### config.mk
export PLATFORM = sky130hd
export DESIGN_NAME = wb_writeback_unit
export DESIGN_NICKNAME = d
export VERILOG_FILES = /design/src/rtl/rv_wb_pkg.sv /design/src/rtl/wb_word_sel.sv /design/src/rtl/wb_writeback_unit.sv
export SDC_FILE = /design/constraint.sdc
export NUM_CORES = 1
export LEC_CHECK = 0
export CORE_AREA = 2 2 140 211
export CTS_CLUSTER_SIZE = 14
export DETAILED_ROUTE_END_ITERATION = 7
export DIE_AREA = 0 0 142 213
export GPL_ROUTABILITY_DRIVEN = 0
export GPL_TIMING_DRIVEN = 1
export HOLD_SLACK_MARGIN = 0.02
export PLACE_DENSITY = 0.9
export SETUP_SLACK_MARGIN = 0.05
export SLEW_MARGIN = 20
export SYNTH_ARGS = -nofsm -noshare
export SYNTH_HDL_FRONTEND = slang
export SYNTH_SLANG_ARGS = --single-unit
### constraint.sdc
create_clock -name clk -period 2.75 [get_ports clk]
set_input_delay 0.55 -clock clk [delete_from_list [all_inputs] [get_ports clk]]
set_output_delay 0.55 -clock clk [all_outputs]
set_load 0.05 [all_outputs]
### src/rtl/rv_wb_pkg.sv
// Shared definitions for the writeback stage: write-kind encodings,
// FSM state type and fixed widths of the register-file write ports.
package rv_wb_pkg;

  localparam int XLEN       = 32;
  localparam int MWIDTH     = 128;
  localparam int RF_AW      = 5;
  localparam int MRF_AW     = 3;
  localparam int BEAT_COUNT = 4;

  localparam logic [1:0] W_SEL_NONE   = 2'b00;
  localparam logic [1:0] W_SEL_SCALAR = 2'b01;
  localparam logic [1:0] W_SEL_MBURST = 2'b10;
  localparam logic [1:0] W_SEL_MFILE  = 2'b11;

  typedef enum logic {
    ST_IDLE  = 1'b0,
    ST_BURST = 1'b1
  } wb_state_e;

endpackage

### src/rtl/wb_word_sel.sv
// Picks one 32-bit word out of a 128-bit matrix result.
// order 0 walks words low to high, order 1 walks them high to low.
module wb_word_sel
  import rv_wb_pkg::*;
(
  input  logic [MWIDTH-1:0] data_i,
  input  logic [1:0]        beat_i,
  input  logic              order_i,
  output logic [XLEN-1:0]   word_o
);

  logic [1:0] idx;

  // Reversing the order is just the bitwise complement of a 2-bit beat index.
  always_comb begin
    idx    = order_i ? ~beat_i : beat_i;
    word_o = data_i[{idx, 5'b00000} +: XLEN];
  end

endmodule

### src/rtl/wb_writeback_unit.sv
// Writeback stage: drives the scalar (32x32) and matrix (8x128) register
// file write ports from the MEM/WB register. A matrix->scalar op is
// serialised into four beats to consecutive scalar registers while the
// upstream register is stalled.
// Optional macro WB_TRACE_EN: prints every register-file write (simulation only).
//
// Upstream handshake: stall_o high means the MEM/WB register must hold its
// contents and the wb_* inputs are ignored; any op presented while stall_o is
// low is consumed at the next rising edge, exactly once.
module wb_writeback_unit
  import rv_wb_pkg::*;
(
  input  logic              clk,
  input  logic              rst,
  input  logic [XLEN-1:0]   wb_mem_data,
  input  logic [XLEN-1:0]   wb_alu_o,
  input  logic [MWIDTH-1:0] wb_matrix_o,
  input  logic [RF_AW-1:0]  wb_rd,
  input  logic              wb_mem2reg,
  input  logic [1:0]        wb_w_select,
  input  logic              wb_rs2_r_select,
  output logic              rf_we,
  output logic [RF_AW-1:0]  rf_waddr,
  output logic [XLEN-1:0]   rf_wdata,
  output logic              mrf_we,
  output logic [MRF_AW-1:0] mrf_waddr,
  output logic [MWIDTH-1:0] mrf_wdata,
  output logic              stall_o,
  output logic              busy_o
);

  wb_state_e         state_q, state_d;
  logic [1:0]        beat_q, beat_d;
  logic [MWIDTH-1:0] buf_data_q, buf_data_d;
  logic [RF_AW-1:0]  buf_rd_q, buf_rd_d;
  logic              buf_order_q, buf_order_d;

  logic              rf_we_q, rf_we_d;
  logic [RF_AW-1:0]  rf_waddr_q, rf_waddr_d;
  logic [XLEN-1:0]   rf_wdata_q, rf_wdata_d;
  logic              mrf_we_q, mrf_we_d;
  logic [MRF_AW-1:0] mrf_waddr_q, mrf_waddr_d;
  logic [MWIDTH-1:0] mrf_wdata_q, mrf_wdata_d;

  logic [MWIDTH-1:0] sel_data;
  logic [1:0]        sel_beat;
  logic              sel_order;
  logic [XLEN-1:0]   sel_word;
  logic [RF_AW-1:0]  beat_addr;

  // Beat source: the live inputs for beat 0, the latched buffer afterwards.
  always_comb begin
    if (state_q == ST_BURST) begin
      sel_data  = buf_data_q;
      sel_beat  = beat_q;
      sel_order = buf_order_q;
      beat_addr = buf_rd_q + {3'b000, beat_q};
    end else begin
      sel_data  = wb_matrix_o;
      sel_beat  = 2'd0;
      sel_order = wb_rs2_r_select;
      beat_addr = wb_rd;
    end
  end

  wb_word_sel u_word_sel (
    .data_i  (sel_data),
    .beat_i  (sel_beat),
    .order_i (sel_order),
    .word_o  (sel_word)
  );

  // Next-state and next-output logic; write data/addresses hold unless written.
  always_comb begin
    state_d     = state_q;
    beat_d      = beat_q;
    buf_data_d  = buf_data_q;
    buf_rd_d    = buf_rd_q;
    buf_order_d = buf_order_q;
    rf_we_d     = 1'b0;
    rf_waddr_d  = rf_waddr_q;
    rf_wdata_d  = rf_wdata_q;
    mrf_we_d    = 1'b0;
    mrf_waddr_d = mrf_waddr_q;
    mrf_wdata_d = mrf_wdata_q;
    case (state_q)
      ST_IDLE: begin
        case (wb_w_select)
          W_SEL_SCALAR: begin
            rf_we_d    = (wb_rd != '0);
            rf_waddr_d = wb_rd;
            rf_wdata_d = wb_mem2reg ? wb_mem_data : wb_alu_o;
          end
          W_SEL_MFILE: begin
            mrf_we_d    = 1'b1;
            mrf_waddr_d = wb_rd[MRF_AW-1:0];
            mrf_wdata_d = wb_matrix_o;
          end
          W_SEL_MBURST: begin
            buf_data_d  = wb_matrix_o;
            buf_rd_d    = wb_rd;
            buf_order_d = wb_rs2_r_select;
            rf_we_d     = (beat_addr != '0);
            rf_waddr_d  = beat_addr;
            rf_wdata_d  = sel_word;
            beat_d      = 2'd1;
            state_d     = ST_BURST;
          end
          default: ;
        endcase
      end
      ST_BURST: begin
        // x0 beats still use up their slot, only the enable is dropped.
        rf_we_d    = (beat_addr != '0);
        rf_waddr_d = beat_addr;
        rf_wdata_d = sel_word;
        if (beat_q == 2'(BEAT_COUNT - 1)) begin
          beat_d  = 2'd0;
          state_d = ST_IDLE;
        end else begin
          beat_d = beat_q + 2'd1;
        end
      end
      default: state_d = ST_IDLE;
    endcase
  end

  // State, burst buffer and registered write ports; reset abandons any burst.
  always_ff @(posedge clk) begin
    if (!rst) begin
      state_q     <= ST_IDLE;
      beat_q      <= 2'd0;
      buf_data_q  <= '0;
      buf_rd_q    <= '0;
      buf_order_q <= 1'b0;
      rf_we_q     <= 1'b0;
      rf_waddr_q  <= '0;
      rf_wdata_q  <= '0;
      mrf_we_q    <= 1'b0;
      mrf_waddr_q <= '0;
      mrf_wdata_q <= '0;
    end else begin
      state_q     <= state_d;
      beat_q      <= beat_d;
      buf_data_q  <= buf_data_d;
      buf_rd_q    <= buf_rd_d;
      buf_order_q <= buf_order_d;
      rf_we_q     <= rf_we_d;
      rf_waddr_q  <= rf_waddr_d;
      rf_wdata_q  <= rf_wdata_d;
      mrf_we_q    <= mrf_we_d;
      mrf_waddr_q <= mrf_waddr_d;
      mrf_wdata_q <= mrf_wdata_d;
    end
  end

  assign rf_we     = rf_we_q;
  assign rf_waddr  = rf_waddr_q;
  assign rf_wdata  = rf_wdata_q;
  assign mrf_we    = mrf_we_q;
  assign mrf_waddr = mrf_waddr_q;
  assign mrf_wdata = mrf_wdata_q;
  assign stall_o   = (state_q == ST_BURST);
  assign busy_o    = (state_q == ST_BURST);

`ifdef WB_TRACE_EN
  // Trace each write presented to either register file.
  always @(posedge clk) begin
    if (rf_we_q)
      $display("[%0t] wb rf  x%0d <= %h", $time, rf_waddr_q, rf_wdata_q);
    if (mrf_we_q)
      $display("[%0t] wb mrf m%0d <= %h", $time, mrf_waddr_q, mrf_wdata_q);
  end
`else
`endif

endmodule
==> results of run 1 <==
metal layers:
metal	GRT usage	vias up	share of wire
li1	-	6632	-
met1	0.357	6699	0.36
met4	0.221	0	0.074
met2	0.525	722	0.48
met5	0	-	0
met3	0.0650	178	0.081
layout make-up:
class / count / share of cell area
antenna: 2 / 0.000270
tap: 351 / 0.0237
sequential: 307 / 0.331
timing repair buffer: 419 / 0.228
clock buffer: 46 / 0.0514
inverter: 8 / 0.00202
multi-input combinational: 1332 / 0.358
clock inverter: 7 / 0.00499
stage by stage:
step                hold WS (ns)  total power (W)  setup slack, ns
finish                     0.437           0.0118            0.364
global route               0.468           0.0122            0.285
CTS                        0.439           0.0118            0.376
detailed placement         0.430          0.00751           0.0205
global placement           0.426          0.00745            0.121
floorplan                  0.436          0.00639            0.802
kinds of logic (layout without fill, tap and decap cells):
logic type,count (synthesis),count (layout),share of synthesized area
other,0,2,0
multiplexers,43,43,0.0327
adder cells (fa/ha/maj),7,7,0.00705
flip-flops,307,307,0.456
AND/OR/NAND/NOR,797,797,0.235
buffers and inverters,160,480,0.0542
AO/OA/AOI/OAI,479,479,0.208
XOR/XNOR,6,6,0.00780
flip-flops by register name, indices dropped and copies added (netlist names):
name         flops
buf_data_q     128
busy_o           1
buf_order_q      1
rf_waddr         5
rf_we            1
mrf_wdata      128
mrf_we           1
beat_q           2
mrf_waddr        3
rf_wdata        32
buf_rd_q         5
final timing paths:
path / end / startpoint / slack (ns)
setup / recovery: mrf_wdata[122] / mrf_wdata[122] / 0.36
hold / removal: rf_wdata[8] / rf_wdata[8] / 0.44
setup reg to reg: rf_wdata[13] / beat_q[0] / 0.39
hold reg to reg: rf_wdata[8] / rf_wdata[8] / 0.44
layout by cell type, fill, tap and decap left out, types with 3 or more instances in the layout:
cell | netlist | routed
mux2i_1 | 35 | 35
nor2b_1 | 52 | 50
clkbuf_8 | 1 | 10
a211oi_1 | 51 | 51
inv_1 | 7 | 7
clkbuf_16 | 0 | 32
clkinv_2 | 0 | 3
buf_4 | 11 | 35
a22oi_1 | 9 | 9
nor2_1 | 15 | 14
o221ai_1 | 24 | 24
nand2_1 | 710 | 710
a31oi_1 | 49 | 49
clkdlybuf4s50_1 | 0 | 370
o31ai_1 | 7 | 7
nand3_1 | 8 | 8
ha_1 | 6 | 6
o21ai_0 | 17 | 17
o21ai_1 | 7 | 7
dfxtp_1 | 307 | 306
a311o_1 | 7 | 7
buf_12 | 0 | 13
mux2_2 | 8 | 8
clkbuf_1 | 84 | 4
a21oi_1 | 298 | 298
where the power goes:
group / internal, W / switching (W) / total (W)
clock network: 0.00256 / 0.00177 / 0.00433
registers: 0.00470 / 0.000152 / 0.00485
logic: 0.000940 / 0.00166 / 0.00260
==> results by group, run 1 <==
Min path
  • Hold Path Class: register to register
  • Hold-critical path depth: 2

Timing
  • Worst Max-Slew Pin Slew: slightly above 0.9 ns
  • Tmin final: 2.39 ns
  • Fin crit share: 0.868
  • Clk_skew: 0.00914 ns
  • Maximum clock frequency: 419 MHz
  • Unrepaired setup endpoints after global routing: no
  • Hold Vio Cnt, Final: 0
  • Setup violators final: 0
  • Setup TNS: 0 ns
  • Relative slew slack: 0.382
  • Max Transition Viols Final: 0

Layout
  • Fin nets: 2,308
  • Fin util: 0.653
  • Layout cells sized above 1: 0.0585
  • Multi-input logic area: around 6700 µm²
  • Layout Cells excl Fill: 2,472
  • Synth-to-Final Area Change: 37.6%
  • FF/Latch Area: 6150 µm²
  • Post-Layout Inst Area: ~19,000 µm²
  • Filler cells: ~2,300

Run status
  • Status: complete, no violations

CTS
  • CTS tree: yes
  • H-tree levels: 1
  • CTS Buf Count: 30
  • Clock Tree Buf Depth: 3
  • Clk root buf: clkbuf_16
  • Cts repair resizes: 0
  • Post-CTS setup repair buffer count: 0
  • Worst-Skew Late Latency: 0.57 ns
  • Sink Count: 307
  • CTS Hold Bufs: 0
  • Clk slew on worst S/H paths: 0.07 ns

Critical path
  • Worst Setup Start Kind: register
  • CP Buf/Inv Count: 1
  • Worst path arrival time: 1.84 ns
  • Worst R2R Path Depth: 6
  • Crit-path max cell delay: about 0.94 ns
  • Crit Path Max Fanout: 2
  • Cell breakdown of the critical path: clkdlybuf4s50_1
  • CP Depth: 1
  • Largest delay contributor family on the critical path: buffers and inverters
  • CP Data Required Time: 2.20 ns
  • CP max stage cell: clkdlybuf4s50_1
  • Crit end category: output pin
  • Setup CP Type: register to output pin

Global route
  • First-pass GRT wire length: about 75,000 µm
  • Largest net degree at the start of global routing: 135
  • Antenna violations before repair: 2
  • Global route overflow: 0
  • Total global-route track usage: 0.314
  • Vias in the first global route: 13,700

Logic synthesis
  • Post-Syn Area per Cell: roughly 7.5 µm²
  • Yosys top cell by area: dfxtp_1
  • Yosys Warn Count: 0
  • Flops & latches, synth: roughly 310
  • Unique masters post-synth: 49
  • Syn_nets: 2,009
  • Yosys top cell area share: 0.456
  • Commonest cells in the netlist: nand2_1 (710), dfxtp_1 (307), a21oi_1 (298)
  • Post-synthesis sequential area ratio: 0.456
  • Top_reg_cell synth: dfxtp_1
  • Asr flop ratio synth: 0
  • Post-Syn Area: about 13,000 µm²
  • Gate Count Post-Synth: 1,799
  • Most frequent cell after synthesis: nand2_1
  • Post-synth EDFFs: 0
  • Top post-synthesis cells by area: dfxtp_1 (46%), nand2_1 (20%), a21oi_1 (11%)

Place
  • Cell total after placement: around 2,400
  • Port bufs: roughly 370
  • HPWL after DPL: 35,000 µm
  • Placed Area: 17,500 µm²

Job
  • Max cap viols: 0

Floorplanning
  • FP Rows: 76
  • Core area: 28,400 µm²
  • Die area: 30,200 µm²
  • Initial Util: 0.474
  • Top Ports: 375
  • Die extent in y: 213 µm
  • Die X: around 140 µm

Drt
  • DR vias/cell: approximately 5.8
  • DRT iter0 DRCs: ~1,100
  • Detailed-route DRC error count: 0
  • Detailed-route via count: 14,200
  • First-pass iteration count of the detailed router: 7
  • Drt total wl: about 49,000 µm
  • Drt wl/cell: 19.9 µm
  • Antenna-violating nets left: 0

Pwr
  • P per Cell Area: roughly 640 nW/µm²
  • Maximum vdd drop: 0.492 mV
  • Leakage power figure: 6.67 nW
(Power assumes the default switching activity.)
==> run 2, diff against run 1 <==
ABC_CLOCK_PERIOD_IN_PS = 2750   (was unset)
==> results of run 2 <==
No change in the layout: final DEF, timing and power equal those of run 1.
